[src/rtl/adc_sampler.sv]
// adc_sampler: periodic CS-framed reader for a 12-bit serial ADC (16 SCLK, MSB first).
// Define ADC_SAMPLER_AVG_EN to emit the truncated mean of every 4 consecutive codes instead.
module adc_sampler #(
   parameter int unsigned CLK_DIV       = 2,
   parameter int unsigned SAMPLE_PERIOD = 1000,
   parameter int unsigned QUIET_CYCLES  = 4
) (
   input  logic        clk_i,
   input  logic        reset_ni,
   input  logic        adc_sdata_i,
   output logic        adc_sclk_o,
   output logic        adc_cs_no,
   output logic [15:0] data_o,
   output logic        data_rdy_o,
   output logic        busy_o
);

   localparam int unsigned TimerW = $clog2(SAMPLE_PERIOD + 1);
   localparam int unsigned DivMax = (CLK_DIV > QUIET_CYCLES) ? CLK_DIV : QUIET_CYCLES;
   localparam int unsigned DivW   = $clog2(DivMax + 1);

   localparam logic [TimerW-1:0] TimerLast = TimerW'(SAMPLE_PERIOD - 1);
   localparam logic [DivW-1:0]   DivLast   = DivW'(CLK_DIV - 1);
   localparam logic [DivW-1:0]   QuietLast = DivW'(QUIET_CYCLES - 1);

   typedef enum logic [2:0] {StIdle, StSetup, StSclkLo, StSclkHi, StQuiet} state_e;

   state_e            state_q, state_d;
   logic [TimerW-1:0] timer_q;
   logic              tick;
   logic [DivW-1:0]   div_q, div_d;
   logic [4:0]        bit_q, bit_d;
   logic [11:0]       shift_q, shift_d;
   logic [15:0]       data_q, data_d;
   logic              rdy_q, rdy_d;
   logic              cs_n_q, cs_n_d;
   logic              sclk_q, sclk_d;
   logic              frame_done;
   logic              out_en;
   logic [11:0]       out_code;

   assign tick = (timer_q == TimerLast);

   // Sequencer; the divider counter is shared between SCLK phases and the quiet gap.
   always_comb begin
      state_d    = state_q;
      div_d      = div_q;
      bit_d      = bit_q;
      shift_d    = shift_q;
      frame_done = 1'b0;
      unique case (state_q)
         StIdle: begin
            if (tick) begin
               state_d = StSetup;
               div_d   = '0;
               bit_d   = '0;
            end
         end
         StSetup: begin
            if (div_q == DivLast) begin
               state_d = StSclkLo;
               div_d   = '0;
            end else begin
               div_d = div_q + DivW'(1);
            end
         end
         StSclkLo: begin
            if (div_q == DivLast) begin
               state_d = StSclkHi;
               div_d   = '0;
               shift_d = {shift_q[10:0], adc_sdata_i};
               bit_d   = bit_q + 5'd1;
            end else begin
               div_d = div_q + DivW'(1);
            end
         end
         StSclkHi: begin
            if (div_q == DivLast) begin
               div_d = '0;
               if (bit_q < 5'd16) begin
                  state_d = StSclkLo;
               end else begin
                  state_d    = StQuiet;
                  frame_done = 1'b1;
               end
            end else begin
               div_d = div_q + DivW'(1);
            end
         end
         StQuiet: begin
            if (div_q == QuietLast) begin
               state_d = StIdle;
               div_d   = '0;
            end else begin
               div_d = div_q + DivW'(1);
            end
         end
         default: state_d = StIdle;
      endcase
      // Pin levels are registered from the next state so they never glitch.
      cs_n_d = !(state_d inside {StSetup, StSclkLo, StSclkHi});
      sclk_d = (state_d != StSclkLo);
   end

`ifdef ADC_SAMPLER_AVG_EN
   logic [13:0] acc_q, acc_d, sum;
   logic [1:0]  frm_q, frm_d;

   always_comb begin
      sum      = acc_q + 14'(shift_q);
      acc_d    = acc_q;
      frm_d    = frm_q;
      out_en   = 1'b0;
      out_code = sum[13:2];
      if (frame_done) begin
         if (frm_q == 2'd3) begin
            out_en = 1'b1;
            acc_d  = '0;
            frm_d  = '0;
         end else begin
            acc_d = sum;
            frm_d = frm_q + 2'd1;
         end
      end
   end

   always_ff @(posedge clk_i or negedge reset_ni) begin
      if (!reset_ni) begin
         acc_q <= '0;
         frm_q <= '0;
      end else begin
         acc_q <= acc_d;
         frm_q <= frm_d;
      end
   end
`else
   assign out_en   = frame_done;
   assign out_code = shift_q;
`endif

   always_comb begin
      data_d = out_en ? {4'b0000, out_code} : data_q;
      rdy_d  = out_en;
   end

   always_ff @(posedge clk_i or negedge reset_ni) begin
      if (!reset_ni) begin
         state_q <= StIdle;
         timer_q <= '0;
         div_q   <= '0;
         bit_q   <= '0;
         shift_q <= '0;
         data_q  <= '0;
         rdy_q   <= 1'b0;
         cs_n_q  <= 1'b1;
         sclk_q  <= 1'b1;
      end else begin
         state_q <= state_d;
         timer_q <= tick ? '0 : timer_q + TimerW'(1);
         div_q   <= div_d;
         bit_q   <= bit_d;
         shift_q <= shift_d;
         data_q  <= data_d;
         rdy_q   <= rdy_d;
         cs_n_q  <= cs_n_d;
         sclk_q  <= sclk_d;
      end
   end

   assign adc_cs_no  = cs_n_q;
   assign adc_sclk_o = sclk_q;
   assign data_o     = data_q;
   assign data_rdy_o = rdy_q;
   assign busy_o     = (state_q != StIdle);

endmodule

[config.mk]
export PLATFORM = sky130hd
export DESIGN_NAME = adc_sampler
export DESIGN_NICKNAME = d
export VERILOG_FILES = /design/src/rtl/adc_sampler.sv
export SDC_FILE = /design/constraint.sdc
export NUM_CORES = 1
export LEC_CHECK = 0
export ABC_AREA = 1
export CAP_MARGIN = 0
export CORE_MARGIN = 3
export CORE_UTILIZATION = 40
export DETAILED_ROUTE_END_ITERATION = 7
export PLACE_DENSITY = 0.64
export SKIP_LAST_GASP = 1
export SLEW_MARGIN = 0
export SYNTH_ARGS = -nofsm -noshare
export SYNTH_HDL_FRONTEND = slang
export SYNTH_SLANG_ARGS = --single-unit
[constraint.sdc]
create_clock -name clk_i -period 2.96 [get_ports clk_i]
set_input_delay 0.444 -clock clk_i [delete_from_list [all_inputs] [get_ports clk_i]]
set_output_delay 0.444 -clock clk_i [all_outputs]
set_load 0.05 [all_outputs]
==> run metrics <==
status completed; via/cell ratio 4.38; Starting Density 0.425; GRT overflow 0; Buffers on Ports 18; Register Area 1200 sq um; Clk network pwr share 0.404; Syn. warnings 0; Die Ht 80.6 um; clk_lat worst skew 300 ps; Sink Count 48; met2 Use GR 0.195; Yosys top cell by area dfrtp_1; Max Root-Sink Buffers 2; Post-synth EDFFs 0; GRT Overall Usage 0.121; antenna-violating nets left 0; Comb power frac 0.022; Psw 0.000234 W; Fin. Hold Viols 0; buffer count from post-CTS setup fixing 0; H-tree levels 2; ys async rst share 1.00; fin crit share 0.785; initial drt markers 82; wire length per cell 10.4 um; Gate Count Post-Synth 250; Worst Setup Start Kind flip-flop; Top FF cell, synth dfrtp_1; skew final 8.74 ps; core area 5240 sq um; worst IR drop on VDD 302 uV; met3 Use GR 0.0336; Antenna diodes 0; CTS tree yes; share of layout cells above drive strength 1 0.115; Setup crit end kind output pin; GRT Max-Usage Layer met2; worst slew pin tran 1050 ps; Syn Std Cell Area 2230 sq um; global-route wire length before repair 6000 um; Rel. slew slack 0.303; DR vias 1488; post-route cell area 2530 sq um; Max Cap Viol 0; largest net degree at the start of global routing 49; initial antenna violation count 0; CTS root buffer clkbuf_8; achievable frequency 430 MHz; sequential group share of total power 0.574; post_cts resized 0; hold_buf cts 0; total CTS buffers 5; row count 26; CP Data Arrival Time 1880 ps; CP Max Fanout 4; RSZ-0062 raised after global routing false; WS Path Type reg2out; P_int 0.000908 W; vias in the first global route 1425; sw frac 0.205; Die Area 6500 sq um; Top Ports 23; final net count 278; Area Overhead vs Synth 13.7%; register area share after synthesis 0.540; max-slew violations 0; DP Area 2420 sq um; Setup TNS 0 ps; Worst-path clk slew 90 ps; grt met1 use 0.150; Tmin final 2320 ps; synthesized area per cell 8.91 sq um; PwrDens 451 nW/um^2; LEAKAGE 1.19 nW; residual DRC count 0; critical path required time 2520 ps; #FFs+latches synth 48; post-DP HPWL 2420 um; fillers 510; routed wire length 3550 um; share of the synthesized area in the top cell type 0.517; RD Place Congestion 0.768; Final setup viols 0; Yosys cell types 31; Area contributors post-synth dfrtp_1 52%, nand2_1 10%, inv_1 5.4%; area of the multi-input gates 820 sq um; Die W 80.6 um; drt first pass iters 4; worst hold path type in2async
state kept, by name, summed over array words and instances (netlist names):
register,cells
state_q,3
bit_q,5
data_o,12
timer_q,10
adc_sclk_o,1
out_code,12
data_rdy_o,1
adc_cs_no,1
div_q,3
layer usage:
| metal | part of all wire | routed length [um] |
|---|---|---|
| met5 | 0 | 0 |
| met4 | 0.013 | 47 |
| met3 | 0.034 | 122 |
| met2 | 0.44 | 1570 |
| met1 | 0.51 | 1810 |
per-stage QoR:
stage	instances	hold WS (ps)	utilization	power (W)	worst slack, ps
3_3_place_gp	332	467	0.463	0.000694	983
5_1_grt	340	400	0.484	0.00119	523
4_1_cts	340	359	0.484	0.00116	615
3_5_place_dp	332	469	0.463	0.000694	959
2_1_floorplan	253	148	-	0.000683	1540
6_report	340	326	0.484	0.00114	636
final timing paths:
kind | startpoint | end | slack [ps] | cells past startpoint
max | state_q[1] | busy_o | 640 | 5
min | reset_ni | data_o[10] | 330 | 1
max reg2reg | div_q[1] | bit_q[4] | 1320 | 7
min reg2reg | out_code[7] | out_code[8] | 490 | 2
max in group asynchronous | reset_ni | data_o[5] | 1990 | 1
min in group clk_i | out_code[7] | out_code[8] | 490 | 2
worst max-delay path: stages, from the launching register on:
cell	delay, ps
dfrtp_1	420
inv_1	100
nand2_1	90
nor2_2	200
inv_1	70
clkdlybuf4s50_1	700
power by group through the flow:
stage                     clock network [W]  logic [W]  registers, W
after floorplan                           0  0.0000151      0.000668
after detailed placement                  0  0.0000259      0.000668
after CTS                          0.000480  0.0000260      0.000655
after global routing               0.000504  0.0000280      0.000655
after global placement                    0  0.0000260      0.000668
final                              0.000461  0.0000250      0.000655
layout by cell type (no fill, tap or decap), drive strengths merged:
master / n
dfrtp: 46
ha: 6
or2: 1
o21ai: 26
clkinv: 1
nor3: 1
nand4: 3
xor2: 1
o22ai: 1
buf: 1
nand2: 68
nor2: 26
clkdlybuf4s50: 17
a21oi: 5
dfstp: 2
conb: 4
nand3b: 1
inv: 37
nand3: 13
xnor2: 1
bufinv: 1
a31oi: 1
o31ai: 1
clkbuf: 6
cell type report:
type,instances,share of cell area
multi-input cells,159,0.324
well taps,70,0.0346
repair buffers,18,0.0692
flip-flops and latches,48,0.475
clock inverters,2,0.0138
inverters,37,0.0548
clock buffers,6,0.0287
synth_stat cells, types with 2 or more instances:
library cell / instances
nand2_1: 62
dfrtp_1: 46
inv_1: 32
nor2_1: 20
o21ai_0: 13
o21ai_1: 13
nand3_1: 11
ha_1: 6
nand2_2: 6
buf_4: 5
inv_2: 5
a21oi_1: 4
buf_6: 3
nor2_2: 3
nor2_4: 3
dfstp_2: 2
nand4_1: 2
cell families after synthesis:
group	after synthesis	synth area share
simple gates	113	0.239
other cells	1	0.00168
compound gates	34	0.0803
buf+inv	46	0.0966
xor+xnor	2	0.00787
flops	48	0.540
fa+ha+maj	6	0.0337
(Power assumes the default switching activity.)
